--- src/rtl/network_seq_pkg.sv ---
// Shared definitions for the LSTM network sequencer: default sizes, fixed-point
// word width, FSM state encoding and a width helper.
package network_seq_pkg;

  localparam int DEF_INPUT_SZ       = 2;
  localparam int DEF_HIDDEN_SZ      = 8;
  localparam int DEF_QN             = 6;
  localparam int DEF_QM             = 11;
  localparam int DEF_SEQ_LEN        = 8;
  localparam int DEF_RESET_CYCLES   = 2;
  localparam int DEF_SETTLE_CYCLES  = 2;
  localparam int DEF_TIMEOUT_CYCLES = 4096;

  function automatic int calc_bitwidth(input int qn, input int qm);
    return qn + qm + 1;
  endfunction

  localparam int BITWIDTH = calc_bitwidth(DEF_QN, DEF_QM);

  // Bits needed to count 0..value-1, never less than one.
  function automatic int clog2(input int value);
    int result;
    int v;
    result = 0;
    v = value - 1;
    while (v > 0) begin
      result++;
      v = v >> 1;
    end
    return (result < 1) ? 1 : result;
  endfunction

  typedef enum logic [2:0] {
    SEQ_RST,
    IDLE,
    ISSUE,
    WAIT,
    SETTLE,
    DRAIN
  } seq_state_e;

endpackage

--- src/rtl/network_vec_serializer.sv ---
// Parallel-in serial-out register for the network hidden vector: loads all words
// at once and hands them out word 0 first over a valid/ready stream.
module network_vec_serializer import network_seq_pkg::*; #(
  parameter int WORDS = DEF_HIDDEN_SZ,
  parameter int WIDTH = BITWIDTH
) (
  input  logic                   clock,
  input  logic                   reset,
  input  logic                   load_i,
  input  logic [WORDS*WIDTH-1:0] vec_i,
  output logic                   valid_o,
  input  logic                   ready_i,
  output logic [WIDTH-1:0]       data_o,
  output logic                   last_o,
  output logic                   done_o
);

  localparam int IDX_W = clog2(WORDS);

  logic [WIDTH-1:0] vec_words[WORDS];
  logic [WIDTH-1:0] words_q[WORDS];
  logic [IDX_W-1:0] idx_q;
  logic             valid_q;
  logic             fire;

  genvar gi;
  generate
    for (gi = 0; gi < WORDS; gi++) begin : g_unpack
      assign vec_words[gi] = vec_i[gi*WIDTH +: WIDTH];
    end
  endgenerate

  assign fire = valid_q & ready_i;

  always_ff @(posedge clock or negedge reset) begin
    if (!reset) begin
      valid_q <= 1'b0;
      idx_q   <= '0;
      for (int i = 0; i < WORDS; i++) words_q[i] <= '0;
    end else if (load_i) begin
      valid_q <= 1'b1;
      idx_q   <= '0;
      for (int i = 0; i < WORDS; i++) words_q[i] <= vec_words[i];
    end else if (fire) begin
      // Word 0 is always the one presented; shifting only on accept keeps it stable under stall.
      for (int i = 0; i < WORDS - 1; i++) words_q[i] <= words_q[i+1];
      if (idx_q == IDX_W'(WORDS - 1)) begin
        valid_q <= 1'b0;
        idx_q   <= '0;
      end else begin
        idx_q <= idx_q + 1'b1;
      end
    end
  end

  assign valid_o = valid_q;
  assign data_o  = words_q[0];
  assign last_o  = valid_q & (idx_q == IDX_W'(WORDS - 1));
  assign done_o  = fire & last_o;

endmodule

--- src/rtl/network_sequencer.sv ---
// Drives the LSTM network sample handshake: accepts input vectors, pulses newSample,
// captures the hidden vector after dataReady and streams it out. Define SEQ_TIMEOUT_EN for the dataReady watchdog.
module network_sequencer import network_seq_pkg::*; #(
  parameter int INPUT_SZ       = DEF_INPUT_SZ,
  parameter int HIDDEN_SZ      = DEF_HIDDEN_SZ,
  parameter int QN             = DEF_QN,
  parameter int QM             = DEF_QM,
  parameter int SEQ_LEN        = DEF_SEQ_LEN,
  parameter int RESET_CYCLES   = DEF_RESET_CYCLES,
  parameter int SETTLE_CYCLES  = DEF_SETTLE_CYCLES,
  parameter int TIMEOUT_CYCLES = DEF_TIMEOUT_CYCLES,
  localparam int BW            = calc_bitwidth(QN, QM)
) (
  input  logic                    clock,
  input  logic                    reset,
  input  logic                    in_valid,
  output logic                    in_ready,
  input  logic [INPUT_SZ*BW-1:0]  in_data,
  output logic [INPUT_SZ*BW-1:0]  net_inputVec,
  output logic                    net_newSample,
  output logic                    net_reset,
  input  logic                    net_dataReady,
  input  logic [HIDDEN_SZ*BW-1:0] net_outputVec,
  output logic                    out_valid,
  input  logic                    out_ready,
  output logic [BW-1:0]           out_data,
  output logic                    out_last,
  output logic                    out_seq_end,
  output logic                    seq_done,
  output logic                    err_timeout
);

  localparam int STEP_W = clog2(SEQ_LEN);
  localparam int CNT_W  = clog2((RESET_CYCLES > SETTLE_CYCLES) ? RESET_CYCLES : SETTLE_CYCLES);

  seq_state_e              state_q;
  logic [STEP_W-1:0]       step_q;
  logic [CNT_W-1:0]        cnt_q;
  logic                    dr_q;
  logic                    net_reset_q;
  logic                    in_ready_q;
  logic                    new_sample_q;
  logic                    seq_done_q;
  logic [INPUT_SZ*BW-1:0]  input_vec_q;

  logic dr_rise;
  logic ser_load;
  logic ser_last;
  logic ser_done;

`ifdef SEQ_TIMEOUT_EN
  localparam int WD_W = clog2(TIMEOUT_CYCLES);
  logic [WD_W-1:0] wdog_q;
  logic            err_timeout_q;
`endif

  assign dr_rise  = net_dataReady & ~dr_q;
  assign ser_load = (state_q == SETTLE) && (cnt_q == CNT_W'(SETTLE_CYCLES - 1));

  always_ff @(posedge clock or negedge reset) begin
    if (!reset) begin
      state_q      <= SEQ_RST;
      step_q       <= '0;
      cnt_q        <= '0;
      dr_q         <= 1'b0;
      net_reset_q  <= 1'b1;
      in_ready_q   <= 1'b0;
      new_sample_q <= 1'b0;
      seq_done_q   <= 1'b0;
      input_vec_q  <= '0;
`ifdef SEQ_TIMEOUT_EN
      wdog_q        <= '0;
      err_timeout_q <= 1'b0;
`endif
    end else begin
      dr_q         <= net_dataReady;
      new_sample_q <= 1'b0;
      seq_done_q   <= 1'b0;
      case (state_q)
        SEQ_RST: begin
          if (cnt_q == CNT_W'(RESET_CYCLES - 1)) begin
            state_q     <= IDLE;
            cnt_q       <= '0;
            net_reset_q <= 1'b0;
            in_ready_q  <= 1'b1;
          end else begin
            cnt_q <= cnt_q + 1'b1;
          end
        end
        IDLE: begin
          if (in_valid && in_ready_q) begin
            input_vec_q  <= in_data;
            in_ready_q   <= 1'b0;
            new_sample_q <= 1'b1;
            state_q      <= ISSUE;
          end
        end
        ISSUE: begin
          state_q <= WAIT;
`ifdef SEQ_TIMEOUT_EN
          wdog_q <= '0;
`endif
        end
        WAIT: begin
          // dr_q is sampled in every state, so a level already high here is not a rise.
          if (dr_rise) begin
            state_q <= SETTLE;
            cnt_q   <= '0;
          end
`ifdef SEQ_TIMEOUT_EN
          else if (wdog_q == WD_W'(TIMEOUT_CYCLES - 1)) begin
            err_timeout_q <= 1'b1;
            step_q        <= '0;
            cnt_q         <= '0;
            net_reset_q   <= 1'b1;
            state_q       <= SEQ_RST;
          end else begin
            wdog_q <= wdog_q + 1'b1;
          end
`endif
        end
        SETTLE: begin
          if (ser_load) begin
            state_q <= DRAIN;
            cnt_q   <= '0;
          end else begin
            cnt_q <= cnt_q + 1'b1;
          end
        end
        DRAIN: begin
          if (ser_done) begin
            if (step_q == STEP_W'(SEQ_LEN - 1)) begin
              step_q      <= '0;
              seq_done_q  <= 1'b1;
              cnt_q       <= '0;
              net_reset_q <= 1'b1;
              state_q     <= SEQ_RST;
            end else begin
              step_q     <= step_q + 1'b1;
              in_ready_q <= 1'b1;
              state_q    <= IDLE;
            end
          end
        end
        default: state_q <= SEQ_RST;
      endcase
    end
  end

  network_vec_serializer #(
    .WORDS (HIDDEN_SZ),
    .WIDTH (BW)
  ) u_serializer (
    .clock   (clock),
    .reset   (reset),
    .load_i  (ser_load),
    .vec_i   (net_outputVec),
    .valid_o (out_valid),
    .ready_i (out_ready),
    .data_o  (out_data),
    .last_o  (ser_last),
    .done_o  (ser_done)
  );

  assign in_ready      = in_ready_q;
  assign net_inputVec  = input_vec_q;
  assign net_newSample = new_sample_q;
  assign net_reset     = net_reset_q;
  assign out_last      = ser_last;
  assign out_seq_end   = ser_last & (step_q == STEP_W'(SEQ_LEN - 1));
  assign seq_done      = seq_done_q;

`ifdef SEQ_TIMEOUT_EN
  assign err_timeout = err_timeout_q;
`else
  // No watchdog is built; the parameter only keeps the interface identical in both builds.
  assign err_timeout = 1'b0 & (TIMEOUT_CYCLES > 0);
`endif

endmodule

--- config.mk ---
export PLATFORM = sky130hd
export DESIGN_NAME = network_sequencer
export DESIGN_NICKNAME = d
export VERILOG_FILES = /design/src/rtl/network_seq_pkg.sv /design/src/rtl/network_vec_serializer.sv /design/src/rtl/network_sequencer.sv
export SDC_FILE = /design/constraint.sdc
export NUM_CORES = 1
export LEC_CHECK = 0
export CORE_ASPECT_RATIO = 1.75
export CORE_MARGIN = 5
export CORE_UTILIZATION = 43
export DETAILED_ROUTE_END_ITERATION = 10
export GPL_ROUTABILITY_DRIVEN = 0
export PLACE_DENSITY = 0.75
export SLEW_MARGIN = 30
export SYNTH_ARGS = -nofsm -noshare
export SYNTH_HDL_FRONTEND = slang
export SYNTH_SLANG_ARGS = --single-unit
--- constraint.sdc ---
create_clock -name clock -period 1.8 [get_ports clock]
set_input_delay 0.27 -clock clock [delete_from_list [all_inputs] [get_ports clock]]
set_output_delay 0.27 -clock clock [all_outputs]
set_load 0.05 [all_outputs]
; ---- Yosys cells after proc, flatten, opt, wreduce, memory -nomap -nowiden
; Index checks and enable logic that the tools add are counted.
; W data, S select, Z words.
[classes]
n_addsub = 3
eq_ne = 14
mux = 36
n_bitwise = 6
n_reduce_logical = 15
[op_table]
columns = op, count
row1 = $mux W126, 2
row2 = $mux W3, 9
row3 = $mux W1, 21
row4 = $pmux W3 S6, 1
row5 = $ne A2 B2 Y1 const B, 7
row6 = $eq A3 B3 Y1 const B, 4
row7 = $reduce_and A5 Y1, 2
row8 = $reduce_and A4 Y1, 2
row9 = $add A3 B1 Y3 const B, 2
row10 = $eq A3 B2 Y1 const B, 2
row11 = $reduce_and A2 Y1, 3
row12 = $reduce_bool A2 Y1, 3
row13 = $and A1 B1 Y1, 5
row14 = $pmux W1 S4, 1
row15 = $reduce_bool A4 Y1, 1
row16 = $eq A3 B1 Y1 const B, 1
row17 = $logic_not A3 Y1, 1
row18 = $pmux W1 S3, 1
row19 = $reduce_bool A3 Y1, 1
row20 = $logic_and A1 B1 Y1, 2
row21 = $pmux W1 S2, 1
row22 = $add A1 B1 Y1 const B, 1
row23 = $not A1 Y1, 1
[totals]
reg_bits = 196
inputBits = 185
output_inout_bits = 62
elab_cells = 93

; ---- Depth between registers and ports, before layout
; Gate-level depths: netlist of the first run.
[depth]
word_depth = 5
mapped_depth = 7

; ---- Hierarchy
; A second synthesis of the first run with hierarchy kept.
[hier_totals]
cells_unflattened = 922
area_unflattened_um2 = 10094.7
[by_module_without_submodules]
columns = mod, n_inst, cells_per_inst, area_per_inst_um2, seq_area_each_um2
row1 = network_vec_serializer, 1, 792, 8060.2, 3703.6
row2 = network_sequencer, 1, 130, 2034.5, 1202.4

; ---- Worst setup path before layout of the first run
; Ideal clock, no wire load.
[synth_path]
path_type = register -> register
from = register state_q[2]
to = register input_vec_q[10] (netlist: net_inputVec[10])
arrival_time_ns = 1.580
t_required_ns = 1.673
path_slack_ns = 0.092
path_stages_with_launch = 7
path_buffers = 3
cell_sequence = dfrtp_1 > buf_2 > or3b_4 > nor2_4 > buf_6 > buf_6 > mux2_1
[synth_between]
elab_chain_cells = 2
[synth_lines]
columns = item, line
row1 = "start, declared", network_sequencer.sv:36  ; seq_state_e state_q;
row2 = "start signal, assigned", network_sequencer.sv:62  ; state_q <= SEQ_RST;
row3 = "start signal, assigned", network_sequencer.sv:82  ; state_q <= IDLE;
row4 = "start signal, assigned", network_sequencer.sv:95  ; state_q <= ISSUE;
row5 = $eq A3 B1 Y1, network_sequencer.sv:79  ; case (state_q)
row6 = $reduce_and A2 Y1 (no line), --
row7 = "end signal, assigned", network_sequencer.sv:92  ; input_vec_q <= in_data;
row8 = "end, declared", network_sequencer.sv:44  ; logic [INPUT_SZ*BW-1:0] input_vec_q;
; No other way between the ends.
; A chain may end at the register's enable or synchronous reset.

; ---- Final worst setup path of the first run
[layout_path]
from = register step_q[0]
to = output out_seq_end
[layout_between]
elab_chain_cells = 2
[layout_lines]
columns = item, line
row1 = "start, declared", network_sequencer.sv:37  ; logic [STEP_W-1:0] step_q;
row2 = "start signal, assigned", network_sequencer.sv:139  ; step_q <= step_q + 1'b1;
row3 = $eq A3 B3 Y1, network_sequencer.sv:170  ; assign out_seq_end = ser_last & (step_q == STEP_W'(SEQ_LEN - 1));
row4 = $and A1 B1 Y1, network_sequencer.sv:170
row5 = "end, declared", network_sequencer.sv:28  ; output logic out_seq_end,
; No other way between the ends.

==> run summary, run 1 <==
Status = finished, final reports clean
Crit. Startpoint = step_q[0]
Final total power = 8.49 mW
Synth cell count leaders = 195 x dfrtp_1, 132 x nand2_1, 126 x mux2i_1
Critical Path End Type = output port
Post-Syn Area per Cell = 11.5 µm²
Fillers = 1711
CP required = 1.53 ns
CTS tree = done
Max_cap viols = 0
First-pass GRT wire length = 34700 µm
Final Cycle Share = 0.995
# rows = 69
Die area = 23400 µm²
Min Clock Period, post-route = 1.79 ns
DRT iter0 DRCs = 256
Num CTS Buffers = 17
Endpoints failing setup = 0
Clk_skew = 0.00918 ns
Ys flop type = dfrtp_1
Cell taking the most area after synthesis = dfrtp_1
Initial Util = 0.434
Clock Pin Slew Worst Setup and Hold Paths = 0.07 ns
Type of origin of the critical path = register
Slew @ Worst Pin = 0.511 ns
Area Overhead vs Synth = 38.7%
Die H = 198 µm
Multi-input logic area = 3420 µm²
Register area = 4910 µm²
Hold Crit Start = net_dataReady
Top cell type's share of synthesized area = 0.559
Synth Net Count = 948
DR vias = 6280
Total GRT Usage = 0.188
Routed Antenna Nets = 0
Dpl hpwl = 16800 µm
Longest Clk Path Bufs = 2
Nets@finish = 1189
Count of pins over their slew limit = 0
Fmax = 559 MHz
Vias per std cell = 4.97
Synth Cell Area = 8720 µm²
Place WS = 0.0310 ns
Synthesis Warnings = 0
Residual DRC count = 0
Static leakage = 6.48 nW
Hold crit path type = in2reg
Count leader, synth = dfrtp_1
Crit path kind = reg2out
CTS Sinks = 196
Setup TNS = 0 ns
Chip Width = 118 µm
Max rail drop VDD = 628 µV
Routed len/inst = 17.1 µm
IO Pins = 247
RSZ-0062 raised after global routing = yes
Layout cell share with drive strength beyond 1 = 0.140
Seq cells post-synth = 196
Synth async-reset ratio = 1.00
WP data arrival = 1.52 ns
CTS root buffer = clkbuf_16
GRT overflow = 0
Total iterations of the first detailed-routing run = 4
EDFF count, synth = 0
Post-Layout Cell Count = 1263
H-tree levels = 4
Worst-Skew Late Latency = 0.43 ns
Largest net degree at the start of global routing = 51
Initial antenna violation count = 1
Headroom to the max-slew limit = 0.661
Hold Fails Final Rpt = 0
Reg2reg start = state_q[0]
Final WL = 21600 µm
Post-Synthesis Cells = 759
Post-synthesis sequential area ratio = 0.562
Synth cell types = 40
Main area contributors after synthesis = dfrtp_1 56%, mux2i_1 14%, o21ai_0 6.3%, nand2_1 5.7%, mux2_2 4.3%
Buffers added on ports = 245
CP Max Fanout = 6
PwrDens = 701 nW/µm²
Placed Cells = 1225
Core area = 20100 µm²
Worst setup margin = 0.00976 ns
Number of global-route vias before repair = 6592
[worst max-delay path, stage by stage (launching register included)]
cell	delay, ns
dfrtp_1	0.40
ha_2	0.20
ha_4	0.18
and3_4	0.16
buf_12	0.14
[final cells by class]
class	count	area share
clock inverter	15	0.0103
clock buffer	17	0.0352
timing repair buffer	293	0.240
antenna	2	0.000414
inverter	2	0.000620
sequential	196	0.405
tap	248	0.0256
multi-input combinational	490	0.283
[state kept, by name, indices dropped and copies added (netlist names), 3 cells and up]
name,cells
u_serializer.idx_q,3
u_serializer.data_o,18
state_q,3
u_serializer.words_q,126
net_inputVec,36
step_q,3
[repair_timing]
action	CTS	global route
pin swaps	2	2
resized for setup	50	0
hold buffers	1	0
endpoints found under the hold margin	43	0
buffers inserted	1	2
cloned	0	0
endpoints found under the setup margin	44	2
[layout by cell type (no fill, tap or decap), drive strengths merged, types with 2 or more instances in the layout]
cell	count
o21ai	128
nor2	5
nand3b	3
clkinv	7
and3	3
clkinvlp	3
dlygate4sd2	42
mux2i	126
nand3	5
nand2	132
a22oi	2
nor2b	3
clkdlybuf4s50	183
buf	66
ha	4
mux2	57
and2	2
a21oi	4
clkbuf	18
diode	2
dfrtp	195
inv	7
[stage by stage]
step | utilization | hold slack, ns | cell area [µm²]
final | 0.601 | 0.323 | 12100
after global routing | 0.601 | 0.313 | 12100
after CTS | 0.600 | 0.294 | 12100
after detailed placement | 0.573 | 0.261 | 11500
after global placement | 0.573 | 0.254 | 11500
after floorplan | - | -0.0256 | 8720
[path summary, 6_finish.rpt]
kind	end	slack, ns	depth (start not counted)
worst max-delay path	out_seq_end	0.01	4
worst min register to register	net_inputVec[25]	0.48	1
worst max register to register	net_inputVec[7]	0.11	4
max in group asynchronous	u_serializer.words_q[39]	0.79	3
worst min-delay path	dr_q	0.32	1
min in group asynchronous	u_serializer.words_q[0]	0.35	2
[metal layers]
layer	part of all wire	vias up	wire length, µm	GRT usage
met2	0.54	190	11600	0.333
met3	0.058	22	1250	0.0467
li1	-	3095	-	-
met4	0.022	0	483	0.0816
met1	0.38	2973	8300	0.215
met5	0	-	0	0
[kinds of logic after synthesis]
family	synth area share
AO/OA/AOI/OAI	0.0850
adder cells (fa/ha/maj)	0.00574
buffers and inverters	0.0508
flip-flops	0.562
multiplexers	0.218
other	0.000430
AND/OR/NAND/NOR	0.0776
[report_power, final]
group          leakage [nW]  total (mW)  internal [mW]  switching, mW
sequential             2.72        4.40           4.40       0.000197
clock                 0.264        3.55           1.80           1.75
combinational          3.50       0.533          0.370          0.163
total                  6.48        8.49           6.58           1.91
Power figures use the tool's default switching activity.
==> inputs of run 2 (changes only) <==
Settings changed: CORE_MARGIN 5 to unset.
==> run summary, run 2 (same netlist as run 1, synthesis figures left out) <==
Status = finished, final reports clean
GR Util met1 = 0.219 (+0.00384)
Endpoints failing setup = 0 (unchanged)
Type of origin of the critical path = register
Core area = 19800 µm² (-1.4%)
Dpl hpwl = 15900 µm (-5.0%)
Biggest register = u_serializer.words_q
Placed inst area = 11600 µm² (+0.47%)
Clock Pin Slew Worst Setup and Hold Paths = 0.08 ns (about the same)
Hold crit path type = in2reg
WP data arrival = 1.52 ns (about the same)
Register area = 4910 µm² (unchanged)
Fmax = 558 MHz (about the same)
Total GRT Usage = 0.211 (+0.0229)
Most common cell after layout, fill and taps aside = dfrtp_1
RSZ-0062 raised after global routing = yes
Buffers added on ports = 245 (unchanged)
Slew @ Worst Pin = 0.523 ns (+0.0115 ns)
Max rail drop VDD = 656 µV (+4.3%)
Hold Fails Final Rpt = 0 (unchanged)
Max FFs per register = 126 (unchanged)
Longest Clk Path Bufs = 2 (unchanged)
Initial antenna violation count = 3 (+2)
Met3 usage = 0.0571 (+0.0104)
Clk_skew = 0.00801 ns (-0.00116 ns)
Final total power = 8.73 mW (+2.8%)
Largest net degree at the start of global routing = 50 (-2.0%)
PwrDens = 714 nW/µm² (+1.9%)
Number of global-route vias before repair = 6525 (-1.0%)
# rows = 68 (-1.4%)
Chip Width = 110 µm (-6.8%)
Layout cell share with drive strength beyond 1 = 0.145 (+0.00492)
Vias per std cell = 5.00 (+0.64%)
Initial Util = 0.440 (+0.00638)
Max_cap viols = 0 (unchanged)
Multi-input logic area = 3420 µm² (unchanged)
Count of pins over their slew limit = 0 (unchanged)
Num CTS Buffers = 17 (unchanged)
DRT iter0 DRCs = 235 (-8.2%)
CP Max Fanout = 6 (unchanged)
Routing usage on met2 = 0.381 (+0.0488)
Setup TNS = 0 ns (unchanged)
IO Pins = 247 (unchanged)
DR vias = 6345 (+1.0%)
Min Clock Period, post-route = 1.79 ns (+0.00140 ns)
Final WL = 20900 µm (-3.4%)
Fillers = 1677 (-2.0%)
Routed Antenna Nets = 0 (unchanged)
Static leakage = 6.55 nW (+1.1%)
First-pass GRT wire length = 32900 µm (-5.3%)
Critical Path End Type = output port
CTS Sinks = 196 (unchanged)
H-tree levels = 4 (unchanged)
Final Cycle Share = 0.995 (about the same)
Die H = 190 µm (-4.0%)
CTS tree = done
CTS root buffer = clkbuf_16
Die area = 20900 µm² (-11%)
Total iterations of the first detailed-routing run = 4 (unchanged)
Worst-Skew Late Latency = 0.44 ns (about the same)
Cell area after layout = 12200 µm² (+0.94%)
Commonest cells after routing, fill and taps aside = 195 x dfrtp_1, 183 x clkdlybuf4s50_1, 131 x nand2_1
Area Overhead vs Synth = 40.0%
Headroom to the max-slew limit = 0.653 (-0.00762)
Residual DRC count = 0 (unchanged)
CP required = 1.53 ns (about the same)
Routed len/inst = 16.5 µm (-3.8%)
Nets@finish = 1196 (+0.59%)
GRT overflow = 0 (unchanged)
Crit path kind = reg2out
Most Crowded Layer GR = met2
-- run 2: cell count changes in the layout (fill, tap and decap cells not counted), moves of 2 or more --
cell      delta
inv_6        +2
clkinv_2     -2
clkinv_4     -4
buf_4        +4
inv_8        +3
buf_12       +2
-- run 2: critical path, stage by stage, from the launching register on --
cell	delay (ns)
dfrtp_1	0.40
ha_2	0.20
ha_4	0.18
and3_4	0.16
buf_12	0.14
-- run 2: cell type report --
cell class,instances,share of cell area
clock buffer,17,0.0348
clock inverter,15,0.0132
inverter,2,0.000615
tap,245,0.0251
antenna,3,0.000615
sequential,196,0.402
multi-input combinational,490,0.280
timing repair buffer,300,0.244
-- run 2: worst paths after layout --
kind / endpoint / cells past startpoint / slack [ns] / from
setup / recovery: out_seq_end / 4 / 0.008 / step_q[0]
hold / removal: dr_q / 1 / 0.30 / net_dataReady
setup reg to reg: net_inputVec[23] / 4 / 0.09 / state_q[0]
hold reg to reg: net_inputVec[26] / 1 / 0.48 / net_inputVec[26]
max in group asynchronous: net_reset / 3 / 0.82 / reset
min in group asynchronous: u_serializer.words_q[0] / 2 / 0.33 / reset
-- run 2: timing repair --
item,4_1_cts,5_1_grt
hold buffers,1,0
pin swaps,2,0
endpoints found under the setup margin,45,2
buffers inserted,2,4
hold endpoints to repair,41,0
resized for setup,50,1
-- run 2: power breakdown --
group | leakage [nW] | internal (mW) | switching, mW
clock network | 0.281 | 1.98 | 1.82
registers | 2.72 | 4.40 | 0.000211
logic | 3.55 | 0.369 | 0.161
-- run 2: metrics by stage --
stage	worst slack, ns	util	cells	hold slack, ns
after floorplan	0.0922	-	759	-0.0256
after global placement	0.0825	0.584	1226	0.239
after detailed placement	0.0560	0.584	1226	0.238
after CTS	-0.0202	0.614	1261	0.276
after global routing	-0.0464	0.616	1268	0.297
final	0.00836	0.616	1268	0.305
-- run 2: per-layer routing --
layer  vias up  routed length, µm
met5         -                  0
met4         0                648
met3        33               1340
met2       203              11200
met1      2992               7680
li1       3117                  -
==> RTL change 1 (config.mk and constraints of run 1) <==
Encoding of `seq_state_e`: now one-hot (6 bits for 6 states).
--- a/src/rtl/network_seq_pkg.sv
+++ b/src/rtl/network_seq_pkg.sv
@@ -32,9 +32,9 @@
 
-  typedef enum logic [2:0] {
-    SEQ_RST,
-    IDLE,
-    ISSUE,
-    WAIT,
-    SETTLE,
-    DRAIN
+  typedef enum logic [5:0] {
+    SEQ_RST = 6'b000001,
+    IDLE    = 6'b000010,
+    ISSUE   = 6'b000100,
+    WAIT    = 6'b001000,
+    SETTLE  = 6'b010000,
+    DRAIN   = 6'b100000
   } seq_state_e;
Function: no difference found for any inputs over 10 cycles, from zero or initial values and one cycle with reset low; not proved beyond that.
==> RTL change 1 against run 1 <==
Final area is 5.3% higher; sequential cell count is 3 higher; worst setup slack better by 0.0054 ns; die area is 2.7% higher; wire length is 10% higher; register-to-register slack worse by 0.03 ns; maximum frequency is 0.30% higher; area after synthesis is 2.9% higher; critical path depth stayed put; critical path type unchanged; largest cell class unchanged.
Power is not compared: it rests on default switching activity, and its combinational part moved more than twofold at a synthesized area within 25%.
==> RTL change 1: results (changes against run 1) <==
| Metric | Value |
|---|---|
| Iter 0 DRT Violations | 286 (+12%) |
| Post-synthesis mux area share | 21.6% (-0.16 points) |
| Fin crit period | 1.78 ns (-0.00535 ns) |
| Met2 wire len | 13,300 um (+15%) |
| Largest net degree at the start of global routing | 54 (+5.9%) |
| First-pass GRT wire length | 37,900 um (+9.2%) |
| Final non-filler cell total | 1,323 (+4.8%) |
| Commonest cells in the netlist | dfrtp_1 (197), nor2_1 (135), a21oi_1 (131) |
| Fin nets | 1,244 (+4.6%) |
| Top Layer Used | met5 |
| GRT Util Overall | 20.1% (+1.3 points) |
| Post-CTS sizing | 40 (-20%) |
| CP Max Fanout | 5 (-1) |
| Final WL | 23,800 um (+10%) |
| Slew Limit Headroom | 64.5% (-1.6 points) |
| Synth Area in Adders | 0.557% (-0.016 points) |
| GR Util met1 | 21.9% (+0.37 points) |
| Cell variety after synth | 43 (+7.5%) |
| GR Util met3 | 3.82% (-0.84 points) |
| Routed wire length on met3 | 830 um (-34%) |
| Clock skew | 0.0109 ns (+0.00172 ns) |
| Status | completed |
| Reg2reg end | u_serializer.words_q[16]$_DFFE_PN0P_ |
| Hold slack | 0.288 ns (-0.0353 ns) |
| Xor/xnor cell area share of the yosys netlist | 0.195% (+0.20 points) |
| Initial antenna violation count | 4 (+3) |
| Synthesized instance count | 785 (+3.4%) |
| Post-DP HPWL | 17,600 um (+4.8%) |
[RTL change 1: cell count changes in the layout (fill, tap and decap cells not counted), moves of 18 or more]
cell / run 1 / this run
o21ai_1: 19 / 1
nor2_1: 4 / 129
mux2_1: 24 / 0
a21oi_1: 4 / 131
buf_4: 51 / 80
nand2_1: 131 / 5
o21ai_0: 109 / 6
[RTL change 1: area by class of cell]
class	count	area, sq um
multi-input cells	510	3620
flip-flops and latches	199	4980
diodes	3	7.51
clock buffers	18	439
clock inverters	14	141
inverters	5	18.8
fillers	1702	8010
well taps	252	315
repair buffers	322	3220
[RTL change 1: cells by family (layout without fill, tap and decap cells)]
| logic type | count (synthesis) | in the layout |
|---|---|---|
| XOR/XNOR | 2 | 2 |
| multiplexers | 182 | 182 |
| buffers and inverters | 76 | 359 |
| AO/OA/AOI/OAI | 153 | 153 |
| other | 1 | 4 |
| adder cells (fa/ha/maj) | 4 | 4 |
| flip-flops | 199 | 199 |
| AND/OR/NAND/NOR | 168 | 168 |
==> RTL change 2 (config.mk and constraints of run 1) <==
Made on the original files. `DEF_QN`: 6 -> 7.
--- a/src/rtl/network_seq_pkg.sv
+++ b/src/rtl/network_seq_pkg.sv
@@ -6,3 +6,3 @@
   localparam int DEF_HIDDEN_SZ      = 8;
-  localparam int DEF_QN             = 6;
+  localparam int DEF_QN             = 7;
   localparam int DEF_QM             = 11;
Interface: changed (resized in_data, net_inputVec, net_outputVec and out_data); port bits go from 247 to 260. No check against the original RTL was run, so the function may have changed too.
==> RTL change 2 against run 1 <==
The run now ends with negative setup slack left; die area increased by 5.7%; register-to-register slack about the same; area after synthesis is 6.1% higher; synthesized cell count is 4.6% higher; final area rose by 6.3%; wire length grew 2.5%; core utilization up 0.19 points; worst setup slack lost 0.033 ns; sequential cell count rose by 10; global-route usage decreased by 1.1 points.
Power is not compared: it rests on default switching activity, and its combinational part moved more than twofold at a synthesized area within 25%.
==> RTL change 2: results (changes against run 1) <==
| Metric | Value |
|---|---|
| Total power | 19.9 mW |
| Peak VDD IR | 0.000754 V |
| H-Tree Depth | 1 (-3) |
| Post-synthesis mux area share | 22.4% (+0.64 points) |
| Failing checks | negative setup slack |
| Reg2Reg Launch Point | u_serializer.idx_q[1]$_DFFE_PN0P_ |
| Reg2reg end | step_q[2]$_DFFE_PN0P_ |
| Sequential-to-total area share from yosys stat | 55.7% (-0.53 points) |
| Worst r2r path cells | 6 (+2) |
| Drt wl/cell | 16.7 um (-2.1%) |
| Largest net degree at the start of global routing | 60 (+18%) |
| Synth Area in Adders | 0.541% (-0.033 points) |
| Slew @ Worst Pin | 0.508 ns (-0.00319 ns) |
| Worst path arrival time | 1.55 ns (+0.03 ns) |
| Syn_nets | 993 (+4.7%) |
| Vias in the first global route | 6,882 (+4.4%) |
| Max clock buf depth | 3 (+1) |
| Final WS setup | -0.0236 ns (-0.0334 ns) |
| Iter 0 DRT Violations | 308 (+20%) |
| Cts bufs inserted | 20 (+3) |
| Compound-Gate Fraction of Synth Area | 8.37% (-0.14 points) |
| Clk root buf | clkbuf_16 |
| Cell variety after synth | 39 (-2.5%) |
| Placed instance area | 12,100 sq um (+5.3%) |
| Final setup fails | 1 (+1) |
| Commonest cells in the netlist | dfrtp_1 (205), nand2_1 (140), mux2i_1 (133) |
| Most flops, register | u_serializer.words_q |
| Initial antenna violation count | 2 (+1) |
| Max FFs per register | 133 (+5.6%) |
| Min-delay src | net_dataReady |
| Synth top area cells | dfrtp_1 (55%), mux2i_1 (14%), nand2_1 (5.7%) |
| IO buf count | 258 (+5.3%) |
| CP Max Fanout | 3 (-3) |
| Hold slack | 0.265 ns (-0.0586 ns) |
| First-pass GRT wire length | 35,400 um (+2.0%) |
| Post-DP HPWL | 16,500 um (-1.3%) |
| CP peak stage delay | 0.39 ns |
| Status | finished, violations left |
| Via count | 6,644 (+5.8%) |
| GRT Util Overall | 17.7% (-1.1 points) |
| Worst slack, placed | -0.0471 ns (-0.0782 ns) |
| Clock skew | 0.00947 ns (+0.000290 ns) |
| Router iterations before antenna repair | 6 (+2) |
| Fin nets | 1,251 (+5.2%) |
| Slowest CP cell | dfrtp_1 |
| Via-to-Cell Ratio | 5.03 (+1.1%) |
| Clk_lat worst skew | 0.49 ns (+0.06 ns) |
| Fin Setup TNS | -0.0236 ns (-0.0236 ns) |
| Synthesized instance count | 794 (+4.6%) |
| Share of cells above drive strength 1 | 16.3% (+2.3 points) |
| Hold depth | 1 (unchanged) |
| Sw Ratio | 37.5% |
-- RTL change 2: what timing repair did --
| item | in CTS | in global routing |
|---|---|---|
| pin swaps | 4 | 0 |
| endpoints found under the hold margin | 52 | 0 |
| buffers inserted | 2 | 4 |
| hold buffers | 1 | 0 |
| resized for setup | 50 | 1 |
| setup endpoints to repair | 43 | 2 |
-- RTL change 2: layer usage --
metal	vias to the layer above	global-route usage (%)	part of all wire (%)
li1	3240	-	-
met1	3149	21.4	40
met2	219	31.3	50
met3	34	4.10	7.7
met4	2	4.78	2.2
met5	-	0	0.059
-- RTL change 2: worst max path at each step --
| stage | from | end | slack [ns] | depth (start not counted) |
|---|---|---|---|---|
| CTS | u_serializer.idx_q[1]$_DFFE_PN0P_ | out_seq_end | -0.04 | 4 |
| global route | step_q[0]$_DFFE_PN0P_ | out_seq_end | -0.05 | 4 |
| global placement | in_valid | net_inputVec[32]$_DFFE_PN0P_ | -0.02 | 5 |
| finish | u_serializer.idx_q[1]$_DFFE_PN0P_ | out_seq_end | -0.02 | 4 |
| detailed placement | in_valid | net_inputVec[34]$_DFFE_PN0P_ | -0.05 | 5 |
| floorplan | u_serializer.valid_o$_DFFE_PN0P_ | step_q[0]$_DFFE_PN0P_ | 0.03 | 5 |
-- RTL change 2: cell type report --
type | count | area, sq um
antenna | 1 | 2.50
multi-input combinational | 510 | 3630
clock inverter | 5 | 50.0
clock buffer | 31 | 623
inverter | 4 | 15.0
sequential | 206 | 5160
tap | 255 | 319
fill | 1781 | 8460
timing repair buffer | 310 | 3070
-- RTL change 2: critical path, delay by kind of cell, from the launching register on --
kind	cells	cell delay, ns
adders and majority gates	2	0.36
buffers and inverters	1	0.14
DFF	1	0.39
and+or+nand+nor	1	0.17
